File: config.mk
export PLATFORM = sky130hd
export DESIGN_NAME = bus_arb4_16b
export DESIGN_NICKNAME = d
export VERILOG_FILES = /design/src/rtl/bus_arb4_16b_pkg.sv /design/src/rtl/bus_arb4_16b_mux.sv /design/src/rtl/bus_arb4_16b.sv
export SDC_FILE = /design/constraint.sdc
export NUM_CORES = 1
export LEC_CHECK = 0
export BUFFER_PORTS_ARGS = -buffer_cell sky130_fd_sc_hd__buf_2
export CAP_MARGIN = 20
export CELL_PAD_IN_SITES_DETAIL_PLACEMENT = 0
export CELL_PAD_IN_SITES_GLOBAL_PLACEMENT = 1
export CORE_MARGIN = 2
export CORE_UTILIZATION = 34
export CTS_CLUSTER_DIAMETER = 80
export DETAILED_ROUTE_END_ITERATION = 8
export PLACE_DENSITY = 0.83
export SLEW_MARGIN = 10
export SYNTH_ARGS = -nofsm -noshare
export SYNTH_HDL_FRONTEND = slang
export SYNTH_SLANG_ARGS = --single-unit
File: constraint.sdc
create_clock -name clk_i -period 3.7 [get_ports clk_i]
set_clock_uncertainty 0.1 [all_clocks]
set_input_delay 0.74 -clock clk_i [delete_from_list [all_inputs] [get_ports clk_i]]
set_output_delay 0.74 -clock clk_i [all_outputs]
set_load 0.02 [all_outputs]
File: src/rtl/bus_arb4_16b_pkg.sv
// Shared constants, state encodings and the rotate-priority search used by the arbiter.
package bus_arb4_16b_pkg;

    localparam int unsigned NUM_REQ = 4;
    localparam int unsigned DATA_W  = 16;

    localparam logic STATE_IDLE  = 1'b0;
    localparam logic STATE_GRANT = 1'b1;

    typedef struct packed {
        logic       found;
        logic [1:0] idx;
    } pick_t;

    // First asserted request at or after ptr, wrapping modulo 4.
    function automatic pick_t rr_pick(input logic [NUM_REQ-1:0] req, input logic [1:0] ptr);
        pick_t      p;
        logic [1:0] idx;
        p = '0;
        for (int i = 0; i < NUM_REQ; i++) begin
            idx = ptr + 2'(i);
            if (!p.found && req[idx]) begin
                p.found = 1'b1;
                p.idx   = idx;
            end
        end
        return p;
    endfunction

    function automatic logic [NUM_REQ-1:0] idx2oh(input logic [1:0] idx);
        return 4'b0001 << idx;
    endfunction

endpackage

File: src/rtl/bus_arb4_16b_mux.sv
// 4:1 16-bit datapath mux steered by the arbiter's registered select.
module mux4_1_16b (
    input  logic [1:0]  sel_i,
    input  logic [15:0] d0_i,
    input  logic [15:0] d1_i,
    input  logic [15:0] d2_i,
    input  logic [15:0] d3_i,
    output logic [15:0] y_o
);

    always_comb begin
        case (sel_i)
            2'd0:    y_o = d0_i;
            2'd1:    y_o = d1_i;
            2'd2:    y_o = d2_i;
            default: y_o = d3_i;
        endcase
    end

endmodule

File: src/rtl/bus_arb4_16b.sv
// Round-robin arbiter for four requesters sharing one 16-bit path, with burst cap
// and downstream stall; the selected word is registered onto out_data_o.
module bus_arb4_16b
    import bus_arb4_16b_pkg::*;
#(
    parameter int unsigned MAX_BURST = 4
) (
    input  logic                 clk_i,
    input  logic                 rst_i,
    input  logic [NUM_REQ-1:0]   req_i,
    input  logic [DATA_W-1:0]    data0_i,
    input  logic [DATA_W-1:0]    data1_i,
    input  logic [DATA_W-1:0]    data2_i,
    input  logic [DATA_W-1:0]    data3_i,
    input  logic                 stall_i,
    output logic [NUM_REQ-1:0]   gnt_o,
    output logic [1:0]           sel_o,
    output logic                 out_valid_o,
    output logic [DATA_W-1:0]    out_data_o
);

    localparam logic [3:0] CNT_MAX = 4'(MAX_BURST);

    logic                state_q, state_d;
    logic [NUM_REQ-1:0]  gnt_q, gnt_d;
    logic [1:0]          sel_q, sel_d;
    logic [1:0]          ptr_q, ptr_d;
    logic [3:0]          cnt_q, cnt_d;
    logic                out_valid_q;
    logic [DATA_W-1:0]   out_data_q;
    logic [DATA_W-1:0]   mux_y;

    logic                in_grant, xfer, forced, drop;
    logic [3:0]          cnt_inc;
    logic [1:0]          ptr_next;
    logic [NUM_REQ-1:0]  rel_req;
    pick_t               pick_idle, pick_rel;

    mux4_1_16b u_mux (
        .sel_i (sel_q),
        .d0_i  (data0_i),
        .d1_i  (data1_i),
        .d2_i  (data2_i),
        .d3_i  (data3_i),
        .y_o   (mux_y)
    );

    // While granted, sel_q always names the owner.
    assign in_grant = (state_q == STATE_GRANT);
    assign xfer     = in_grant && req_i[sel_q] && !stall_i;
    assign cnt_inc  = cnt_q + 4'd1;
    assign forced   = xfer && (cnt_inc == CNT_MAX);
    assign drop     = in_grant && !req_i[sel_q];
    assign ptr_next = sel_q + 2'd1;

    // A voluntary drop excludes the owner from the re-search; a forced rotate keeps it.
    assign rel_req   = forced ? req_i : (req_i & ~idx2oh(sel_q));
    assign pick_idle = rr_pick(req_i, ptr_q);
    assign pick_rel  = rr_pick(rel_req, ptr_next);

    always_comb begin
        state_d = state_q;
        gnt_d   = gnt_q;
        sel_d   = sel_q;
        ptr_d   = ptr_q;
        cnt_d   = cnt_q;
        if (!in_grant) begin
            if (pick_idle.found) begin
                state_d = STATE_GRANT;
                gnt_d   = idx2oh(pick_idle.idx);
                sel_d   = pick_idle.idx;
                cnt_d   = 4'd0;
            end
        end else if (forced || drop) begin
            ptr_d = ptr_next;
            cnt_d = 4'd0;
            if (pick_rel.found) begin
                gnt_d = idx2oh(pick_rel.idx);
                sel_d = pick_rel.idx;
            end else begin
                state_d = STATE_IDLE;
                gnt_d   = '0;
            end
        end else if (xfer) begin
            cnt_d = cnt_inc;
        end
    end

    always_ff @(posedge clk_i) begin
        if (rst_i) begin
            state_q     <= STATE_IDLE;
            gnt_q       <= '0;
            sel_q       <= '0;
            ptr_q       <= '0;
            cnt_q       <= '0;
            out_valid_q <= 1'b0;
            out_data_q  <= '0;
        end else begin
            state_q     <= state_d;
            gnt_q       <= gnt_d;
            sel_q       <= sel_d;
            ptr_q       <= ptr_d;
            cnt_q       <= cnt_d;
            out_valid_q <= xfer;
            if (xfer) out_data_q <= mux_y;
        end
    end

    assign gnt_o       = gnt_q;
    assign sel_o       = sel_q;
    assign out_valid_o = out_valid_q;
    assign out_data_o  = out_data_q;

endmodule

==> results of run 1 <==
-- state kept, by name, indices dropped and copies added, names as in the netlist --
register	flops
out_data_o	16
cnt_q	4
gnt_o	4
ptr_q	2
sel_o	2
in_grant	1
out_valid_o	1
-- layer usage --
metal  vias up  global-route usage, %  share of wire (%)
met4         0                   5.52                1.4
met1       981                   21.8                 42
met5         -                      0                  0
li1       1090                      -                  -
met3         9                   5.20                8.9
met2        88                   33.4                 47
-- area by class of cell --
| cell class | count | area (sq um) | area share (%) |
|---|---|---|---|
| Clock buffer | 6 | 82.6 | 3.25 |
| Clock inverter | 2 | 12.5 | 0.493 |
| Inverter | 7 | 26.3 | 1.03 |
| Multi-Input combinational cell | 192 | 1230 | 48.5 |
| Sequential cell | 30 | 601 | 23.7 |
| Tap cell | 72 | 90.1 | 3.55 |
| Timing Repair Buffer | 97 | 495 | 19.5 |
-- worst max-delay path: stages (launching register included) --
cell       delay [ns]
dfxtp_1          0.37
inv_1            0.23
ha_1             0.67
nor2_1           0.17
a31o_4           0.27
a22o_1           0.24
a2111oi_4        0.38
nor3b_1          0.11
a211oi_2         0.19
-- where the power goes --
part           internal [mW]  switching [mW]
Sequential             0.362          0.0316
Combinational          0.225           0.325
Clock                  0.149           0.124
-- cells by family (layout without fill, tap and decap cells) --
kind of cell / Yosys count / count (layout) / share of synthesized area, %
muxes: 5 / 5 / 2.84
buffers and inverters: 25 / 112 / 5.37
xor gates and xnor gates: 3 / 3 / 1.36
AOI/OAI and AO/OA: 86 / 86 / 34.0
adders and majority gates: 5 / 5 / 3.23
and+or+nand+nor: 93 / 93 / 22.2
DFF: 30 / 30 / 31.0
-- synthesized netlist by cell type, drive strengths merged --
cell / n
o21a: 1
a311o: 1
o21bai: 2
nand4: 4
and2b: 1
ha: 5
nor2: 18
dfxtp: 30
a22o: 1
a211o: 1
nand3: 3
a31oi: 5
and3: 1
o21ai: 20
xnor2: 1
a21o: 2
a222oi: 17
o22ai: 2
a211oi: 4
xor2: 2
mux2i: 4
o22a: 1
nor3: 4
nor3b: 1
nand2b: 2
o221ai: 1
a21oi: 21
o2bb2ai: 2
or2b: 1
clkbuf: 15
buf: 3
or2: 2
a31o: 2
mux2: 1
nor2b: 2
a2bb2oi: 1
nor4: 1
a41oi: 1
nor4b: 1
nand2: 52
a2111oi: 1
inv: 7
-- metrics by stage --
| stage | worst slack (ns) | cells | hold slack [ns] | util, % |
|---|---|---|---|---|
| detailed placement | 0.764 | 397 | 0.340 | 44.2 |
| finish | 0.895 | 406 | 0.348 | 46.1 |
| CTS | 0.875 | 405 | 0.348 | 46.0 |
| global placement | 0.811 | 397 | 0.336 | 44.2 |
| floorplan | 1.13 | 247 | 0.388 | - |
| global route | 0.689 | 406 | 0.367 | 46.1 |
-- final timing paths --
path,to,start
setup reg to reg,sel_o[0],sel_o[0]
hold / removal,out_data_o[3],out_data_o[3]
setup / recovery,sel_o[0],sel_o[0]
hold reg to reg,out_data_o[3],out_data_o[3]
==> key figures, run 1 <==
Routing
  – Via Count: 2,168
  – Iteration-0 DRC Markers: approximately 150
  – WL/cell: 14.3 um
  – Final ANT Viol Nets: 0
  – WL final: 5820 um
  – DRC violations left: 0
  – Vias per Instance: 5.34
  – Drt pass-1 iters: 5

Layout
  – Most common cell after layout, fill and taps aside: buf_2
  – Fillers: 553
  – Synthesis-to-layout area growth: 31.2%
  – Fraction of layout cells with a size suffix above 1: 36.2%
  – Antenna Cells: 0
  – Most frequent cells in the layout: buf_2 (93), nand2_1 (52), dfxtp_1 (30), a21oi_1 (21), o21ai_0 (19)
  – Final Cell Area: between 2000 and 3000 sq um
  – Final nets: between 400 and 500

Synth
  – Syn Inst Count: 247
  – Netlist Area Pre-Place: 1940 sq um
  – Area contributors post-synth: dfxtp_1 (31%), nand2_1 (10%), a222oi_1 (8.8%), a21oi_1 (5.4%), o21ai_0 (4.9%)
  – Post-Syn Nets: around 320
  – Yosys reg bits: 30
  – Top-area cell type share of the netlist area: 31.0%
  – Synth cell types: 50
  – Leading area contributor after synthesis: dfxtp_1
  – Yosys warns: 0
  – Synthesized area per cell: 7.84 sq um
  – Part of the Yosys area used for sequential elements: 31.0%

Global routing
  – Initial antenna violation count: 0
  – Grt ovf: 0
  – Vias in the first global route: 2,114
  – GRT Resource Usage Total: 18.8%
  – First-pass GRT wire length: 9590 um
  – Largest net degree at the start of global routing: 34

Clock tree
  – Hold-fix buffers, CTS: 0
  – CTS tree: yes
  – Worst skew pair latency: 0.28 ns
  – Htree depth: 2
  – CTS root buffer: clkbuf_8
  – Post-CTS Resized: 0
  – Max Buffers Root-to-Sink: 2
  – CTS Buf Count: 5
  – Clk sink count: 30
  – Clock slew at reported path FFs: 0.06 ns
  – Post CTS Setup Buffer Count: 0

Place
  – Dpl hpwl: 4340 um
  – Gp weighted congestion: 0.842
  – Cell Area, Placed: 2440 sq um
  – Number of port buffers: 93

Floorplan
  – Die span in x: 79.5 um
  – Area of the core: 5510 sq um
  – Initial Util: 35.2%
  – Row cnt: 27
  – I/O pin count: between 90 and 100
  – Die ar.: about 6300 sq um
  – Die H: around 79 um

STA
  – Period minus WS final: between 2 and 3 ns
  – Finish-stage setup viols: 0
  – Final period util: 75.8%
  – Max-slew violations: 0
  – Unrepaired setup endpoints after global routing: no
  – Slew at the pin with the worst max-slew slack: 0.723 ns
  – Setup_tns: 0 ns
  – Rel. slew slack: 51.8%
  – Hold violation total from the final report: 0
  – Fmax: 357 MHz

Pwr
  – Total power: 1.22 mW
  – PwrDens: 480 nW/um^2
  – LEAKAGE: 1.09 nW
  – Max IR drop VDD: 0.249 mV

Worst setup path
  – Worst Path Required: 3.80 ns
  – Crit path arrival time: 2.91 ns
  – Crit path launch type: flop
  – Crit path max fanout: 17
  – Worst R2R Path Depth: 8
  – Crit Path Category: flop to flop
  – Setup slack, reg-to-reg: 0.90 ns
  – Worst Setup End Kind: flop

Hold path
  – Worst hold path cell count: 2
  – Worst hold path class: flop to flop

Job
  – Number of max-cap violations: 0

Run status
  – Outcome: completed
Note: power is estimated with default switching activity, not from simulation.
==> run 2, diff against run 1 <==
ABC_AREA = 1   (was not set)
CORE_UTILIZATION = 30   (was 34)
PLACE_DENSITY = 0.76   (was 0.83)
clock period = 2.5 ns   (was 3.7 ns; I/O delays follow)
==> run 2 against run 1 <==
  * Combinational power increased to 3.8 times the previous value
  * Fmax rose by 27%
  * Final cell count rose by 28%
  * Total power rose to 2.6 times the previous value
  * Clock power up 52%
  * Worst setup slack lost 0.61 ns
  * Routed wire length grew 8.8%
  * Highest routed layer unchanged
  * Cell area rose by 15%
  * Critical path type unchanged
  * Hold slack improved by 0.017 ns
  * First-iteration DRC count is 46% lower
==> key figures, run 2 <==
Clock tree
  – Clk sink count: 30 (unchanged)
  – CTS Buf Count: 5 (unchanged)
  – Post CTS Setup Buffer Count: 0 (unchanged)
  – Post-CTS Resized: 0 (unchanged)
  – Worst skew pair latency: 0.28 ns (about the same)
  – CTS root buffer: clkbuf_8 (unchanged)
  – Clock slew at reported path FFs: 0.07 ns (was 0.06 ns)
  – CTS tree: yes (unchanged)
  – Max Buffers Root-to-Sink: 2 (unchanged)
  – Hold-fix buffers, CTS: 0 (unchanged)
  – Htree depth: 2 (unchanged)

Hold path
  – Worst hold path class: primary input to flop (was flop to flop)

Floorplan
  – Initial Util: 30.9% (was 35.2%)
  – Die H: 90.2 um (was 79.5 um)
  – Die span in x: 90.2 um (was 79.5 um)
  – Die ar.: 8130 sq um (was 6310 sq um)
  – Row cnt: 31 (was 27)
  – I/O pin count: 94 (unchanged)
  – Area of the core: 7210 sq um (was 5510 sq um)

Place
  – Dpl cells: 511 (was 397)
  – Number of port buffers: 93 (unchanged)
  – Gp weighted congestion: 0.858 (was 0.842)
  – Dpl hpwl: 5220 um (was 4340 um)

Layout
  – Max reg flops: 16 (unchanged)
  – Final nets: 495 (was 409)
  – Final cell count without fillers: 519 (was 406)
  – Fillers: 799 (was 553)
  – Fraction of layout cells with a size suffix above 1: 36.9% (was 36.2%)
  – Most frequent cells in the layout: buf_2 (93), nand2_1 (77), nand3_1 (31), dfxtp_1 (29), o21ai_0 (25) (was buf_2 (93), nand2_1 (52), dfxtp_1 (30), a21oi_1 (21), o21ai_0 (19))
  – Antenna Cells: 0 (unchanged)
  – Synthesis-to-layout area growth: 30.9% (was 31.2%)
  – Most common cell after layout, fill and taps aside: buf_2 (unchanged)

Worst setup path
  – Crit path launch type: flop (unchanged)
  – Crit path arrival time: 2.28 ns (was 2.91 ns)
  – Crit Path Category: flop to flop (unchanged)
  – CP dominant cell by count: nand2_2
  – Crit path max fanout: 5 (was 17)
  – Worst Setup End Kind: flop (unchanged)
  – Crit-path cells: ha_1 -> nor3b_4 -> nand4_4 -> nand2_2 -> nand3_1 -> nand2_2 -> nand2_2 -> nand2_2 -> nor2_1 -> nor2_1 -> nand2_1 -> nand2_2 -> nor2_2 -> o21a_1 (was inv_1 -> ha_1 -> nor2_1 -> a31o_4 -> a22o_1 -> a2111oi_4 -> nor3b_1 -> a211oi_2)
  – Worst Path Required: 2.57 ns (was 3.80 ns)
  – Largest delay contributor family on the critical path: simple AND/OR/NAND/NOR gates (was compound AO/OA/AOI/OAI gates)
  – Crit-path max cell delay: 0.39 ns (was 0.67 ns)
  – Bufs and invs on worst path: 0 (was 1)
  – Critical-path top delay cell: dfxtp_1 (was ha_1)

Pwr
  – Max IR drop VDD: 0.322 mV (was 0.249 mV)
  – LEAKAGE: 1.50 nW (was 1.09 nW)
  – PwrDens: 1100 nW/um^2 (was 480 nW/um^2)
  – Total power: 3.20 mW (was 1.22 mW)

STA
  – Fmax: 452 MHz (was 357 MHz)
  – Hold violation total from the final report: 0 (unchanged)
  – Slew at the pin with the worst max-slew slack: 0.674 ns (was 0.723 ns)
  – Period minus WS final: 2.21 ns (was 2.80 ns)
  – Finish-stage setup viols: 0 (unchanged)
  – Rel. slew slack: 55.0% (was 51.8%)
  – Final period util: 88.5% (was 75.8%)
  – Max-slew violations: 0 (unchanged)
  – Setup_tns: 0 ns (unchanged)
  – Unrepaired setup endpoints after global routing: no (unchanged)

Synth
  – Leading area contributor after synthesis: dfxtp_1 (unchanged)
  – Area contributors post-synth: dfxtp_1 (27%), nand2_1 (13%), nand3_1 (7.0%), a22o_1 (6.3%), o21ai_0 (5.6%) (was dfxtp_1 (31%), nand2_1 (10%), a222oi_1 (8.8%), a21oi_1 (5.4%), o21ai_0 (4.9%))
  – Most used flip-flop cell after synthesis: dfxtp_1 (unchanged)
  – Synth cell types: 39 (was 50)
  – Post-Syn Nets: 398 (was 323)
  – Syn Inst Count: 322 (was 247)
  – Synthesized area per cell: 6.92 sq um (was 7.84 sq um)
  – Netlist Area Pre-Place: 2230 sq um (was 1940 sq um)
  – Yosys reg bits: 30 (unchanged)
  – Yosys warns: 0 (unchanged)
  – EDFF count, synth: 0 (unchanged)
  – Top-count cell post-synth: nand2_1 (unchanged)
  – Synth top cells by count: nand2_1 (77), nand3_1 (31), dfxtp_1 (30) (was nand2_1 (52), dfxtp_1 (30), a21oi_1 (21))
  – Top-area cell type share of the netlist area: 27.0% (was 31.0%)
  – Ys async rst share: 0% (unchanged)
  – Part of the Yosys area used for sequential elements: 27.0% (was 31.0%)

Routing
  – WL final: 6340 um (was 5820 um)
  – Iteration-0 DRC Markers: 80 (was 149)
  – DRC violations left: 0 (unchanged)
  – Final ANT Viol Nets: 0 (unchanged)
  – Vias per Instance: 4.73 (was 5.34)
  – Via Count: 2,455 (was 2,168)
  – Drt pass-1 iters: 4 (was 5)
  – WL/cell: 12.2 um (was 14.3 um)

Run status
  – Outcome: completed (unchanged)

Global routing
  – Initial antenna violation count: 0 (unchanged)
  – Vias in the first global route: 2,409 (was 2,114)
  – First-pass GRT wire length: 10,800 um (was 9590 um)
  – GRT Resource Usage Total: 15.9% (was 18.8%)
  – Largest net degree at the start of global routing: 33 (was 34)
  – Grt ovf: 0 (unchanged)

Job
  – Number of max-cap violations: 0 (unchanged)
-- run 2: cell count changes after synthesis, moves of 6 or more --
cell      delta
o21ai_1      +6
o22ai_1     +14
a222oi_1    -17
nand2_1     +25
inv_1       +12
o21ai_0      +6
a22o_1      +15
nand3_1     +28
nand3_2      +7
a21oi_1     -12
nand2_2     +12
-- run 2: through the flow --
stage / hold slack [ns] / utilization, % / instance area, sq um / worst slack [ns]
2_1_floorplan: 0.369 / - / 2230 / 0.169
3_3_place_gp: 0.359 / 39.1 / 2820 / 0.130
3_5_place_dp: 0.372 / 39.1 / 2820 / 0.127
4_1_cts: 0.370 / 40.4 / 2920 / 0.190
5_1_grt: 0.378 / 40.4 / 2920 / 0.0705
6_report: 0.365 / 40.4 / 2920 / 0.288
-- run 2: final timing paths --
kind | from | endpoint | slack (ns) | cells after the start
worst max-delay path | cnt_q[0] | sel_o[0] | 0.29 | 14
worst min-delay path | rst_i | out_valid_o | 0.37 | 2
worst max register to register | cnt_q[0] | sel_o[0] | 0.29 | 14
worst min register to register | out_data_o[0] | out_data_o[0] | 0.38 | 2
-- run 2: cell families after synthesis --
group / synth area share, %
compound gates: 24.8
fa+ha+maj: 2.81
buf+inv: 8.65
simple gates: 35.2
flops: 27.0
xor+xnor: 1.57
-- run 2: where the power goes --
group	internal (mW)	switching [mW]	leakage [nW]
Sequential	0.587	0.0899	0.245
Clock	0.221	0.194	0.0472
Combinational	0.792	1.31	1.21
Total	1.60	1.60	1.50
-- run 2: worst reg2reg max path: cells and delay by family, from the launching register on --
family	cells	cell delay [ns]
AND/OR/NAND/NOR	12	1.25
flip-flops	1	0.39
AO/OA/AOI/OAI	1	0.19
adder cells (fa/ha/maj)	1	0.18
-- run 2: routing by layer --
layer  vias up  global-route usage (%)  wire length, um  share of wire, %
met5         -                       0                0                 0
met1      1062                    19.3             2840                45
met2        88                    27.7             2970                47
li1       1301                       -                -                 -
met3         4                    4.53              463               7.3
met4         0                    4.23               65               1.0
-- run 2: final cells by class --
cell class | count | area (sq um) | share of cell area, %
multi-input cells | 252 | 1440 | 49.2
flip-flops and latches | 30 | 602 | 20.6
repair buffers | 106 | 563 | 19.3
well taps | 99 | 124 | 4.25
inverters | 24 | 97.6 | 3.35
clock buffers | 6 | 82.6 | 2.83
clock inverters | 2 | 12.5 | 0.429
==> run 3, diff against run 2 <==
PLACE_DENSITY = 0.88   (was 0.76)
==> run 3 against run 2 <==
  * Routed wire length up 0.46%
  * Core utilization is essentially flat
  * Die area unchanged
  * Non-clock buffer count is the same
  * Highest routed layer unchanged
==> key figures, run 3 (synthesis results as in run 2) <==
Global routing
  – GRT Resource Usage Total: 15.8% (was 15.9%)
  – First-pass GRT wire length: 10,700 um (was 10,800 um)
  – Largest net degree at the start of global routing: 33 (unchanged)
  – Grt ovf: 0 (unchanged)
  – Initial antenna violation count: 0 (unchanged)
  – Vias in the first global route: 2,452 (was 2,409)

STA
  – Unrepaired setup endpoints after global routing: no (unchanged)
  – Setup_tns: 0 ns (unchanged)
  – Finish-stage setup viols: 0 (unchanged)
  – Period minus WS final: 2.30 ns (was 2.21 ns)
  – Min Hold Slack: 0.362 ns (was 0.365 ns)
  – Final period util: 92.2% (was 88.5%)
  – Fmax: 434 MHz (was 452 MHz)
  – Fin worst setup slack: 0.196 ns (was 0.288 ns)
  – Hold violation total from the final report: 0 (unchanged)
  – Max-slew violations: 0 (unchanged)
  – Rel. slew slack: 41.1% (was 55.0%)
  – Slew at the pin with the worst max-slew slack: 0.883 ns (was 0.674 ns)

Worst setup path
  – Crit path launch type: flop (unchanged)
  – Critical path origin: cnt_q[0] (unchanged)
  – Crit path arrival time: 2.43 ns (was 2.28 ns)
  – Worst r2r src: cnt_q[0] (unchanged)
  – Worst Setup End Kind: flop (unchanged)
  – Crit path max fanout: 5 (unchanged)
  – Crit Path Category: flop to flop (unchanged)
  – Worst Path Required: 2.62 ns (was 2.57 ns)

Routing
  – Iteration-0 DRC Markers: 61 (was 80)
  – Vias per Instance: 4.81 (was 4.73)
  – Met2 WL: 3210 um (was 2970 um)
  – WL final: 6370 um (was 6340 um)
  – Final ANT Viol Nets: 0 (unchanged)
  – WL/cell: 12.3 um (was 12.2 um)
  – Uppermost layer routed: met4 (unchanged)
  – Via Count: 2,498 (was 2,455)
  – DRC violations left: 0 (unchanged)
  – Metal1 wirelength: 2690 um (was 2840 um)
  – Drt pass-1 iters: 4 (unchanged)
  – Metal3 WL: 385 um (was 463 um)

Layout
  – Synthesis-to-layout area growth: 31.0% (was 30.9%)
  – Max reg flops: 16 (unchanged)
  – Most frequent cells in the layout: buf_2 (93), nand2_1 (77), nand3_1 (31), dfxtp_1 (29), o21ai_0 (25) (unchanged)
  – Final cell count without fillers: 519 (unchanged)
  – Final nets: 495 (unchanged)
  – Most common cell after layout, fill and taps aside: buf_2 (unchanged)
  – Fraction of layout cells with a size suffix above 1: 37.1% (was 36.9%)
  – Antenna Cells: 0 (unchanged)

Place
  – Dpl hpwl: 5200 um (was 5220 um)
  – Dpl cells: 511 (unchanged)
  – Number of port buffers: 93 (unchanged)
  – Dpl ws: 0.0661 ns (was 0.127 ns)
  – Gp weighted congestion: 0.807 (was 0.858)

Clock tree
  – Clock slew at reported path FFs: 0.07 ns (about the same)
  – CTS Buf Count: 5 (unchanged)
  – CTS root buffer: clkbuf_8 (unchanged)
  – CTS tree: yes (unchanged)
  – Htree depth: 2 (unchanged)
  – Clk sink count: 30 (unchanged)
  – Max Buffers Root-to-Sink: 2 (unchanged)
  – Post CTS Setup Buffer Count: 0 (unchanged)
  – Worst skew pair latency: 0.29 ns (was 0.28 ns)

Floorplan
  – Area of the core: 7210 sq um (unchanged)
  – Die H: 90.2 um (unchanged)
  – Die span in x: 90.2 um (unchanged)
  – Die ar.: 8130 sq um (unchanged)
  – Initial Util: 30.9% (unchanged)
  – I/O pin count: 94 (unchanged)
  – Row cnt: 31 (unchanged)

Run status
  – Outcome: completed (unchanged)

Job
  – Number of max-cap violations: 0 (unchanged)

Pwr
  – LEAKAGE: 1.51 nW (was 1.50 nW)
  – Max IR drop VDD: 0.370 mV (was 0.322 mV)
  – PwrDens: 1110 nW/um^2 (was 1100 nW/um^2)

Hold path
  – HP Start: rst_i (unchanged)
  – Worst hold path class: primary input to flop (unchanged)
run 3: cell counts in the layout (fill, tap and decap cells not counted):
No cell type changed its count.
run 3: power by group:
part | internal, mW | total (mW) | leakage (nW) | switching, mW
registers | 0.587 | 0.672 | 0.245 | 0.0857
clock network | 0.221 | 0.425 | 0.0472 | 0.204
logic | 0.798 | 2.14 | 1.21 | 1.34
run 3: repair_timing:
action / CTS / global route
gates resized for setup: 0 / 2
hold buffers: 0 / 0
setup endpoints to repair: 0 / 5
run 3: path summary, 6_finish.rpt:
kind | cells past startpoint | end | slack (ns)
worst max-delay path | 13 | sel_o[0] | 0.20
worst min-delay path | 2 | in_grant | 0.36
worst max register to register | 13 | sel_o[0] | 0.20
worst min register to register | 2 | out_data_o[4] | 0.38
run 3: layout make-up:
class	instances	area [sq um]
tap	99	124
fill	791	4300
timing repair buffer	106	563
inverter	24	97.6
clock buffer	6	82.6
multi-input combinational	252	1440
sequential	30	602
clock inverter	2	12.5
run 3: stage by stage:
step	cell area, sq um	total power, mW	utilization (%)
2_1_floorplan	2230	2.29	-
3_3_place_gp	2820	2.78	39.1
3_5_place_dp	2820	2.80	39.1
4_1_cts	2920	3.23	40.4
5_1_grt	2920	3.53	40.5
6_report	2920	3.23	40.5
run 3: routing by layer:
metal	track usage, %	up-vias
met4	4.10	0
li1	-	1300
met2	30.1	88
met3	3.35	8
met5	0	-
met1	17.6	1102
run 3: worst max-delay path, cell delays in order (launching register included):
cell     delay, ns
dfxtp_1       0.38
ha_1          0.19
nor3b_4       0.25
nand4_4       0.17
nand2_2       0.10
nand3_1       0.15
nand2_2       0.15
nand2_1       0.07
nand2_1       0.09
nor2_2        0.06
nand3_1       0.11
nand2_1       0.11
a21oi_1       0.15
o21a_1        0.15
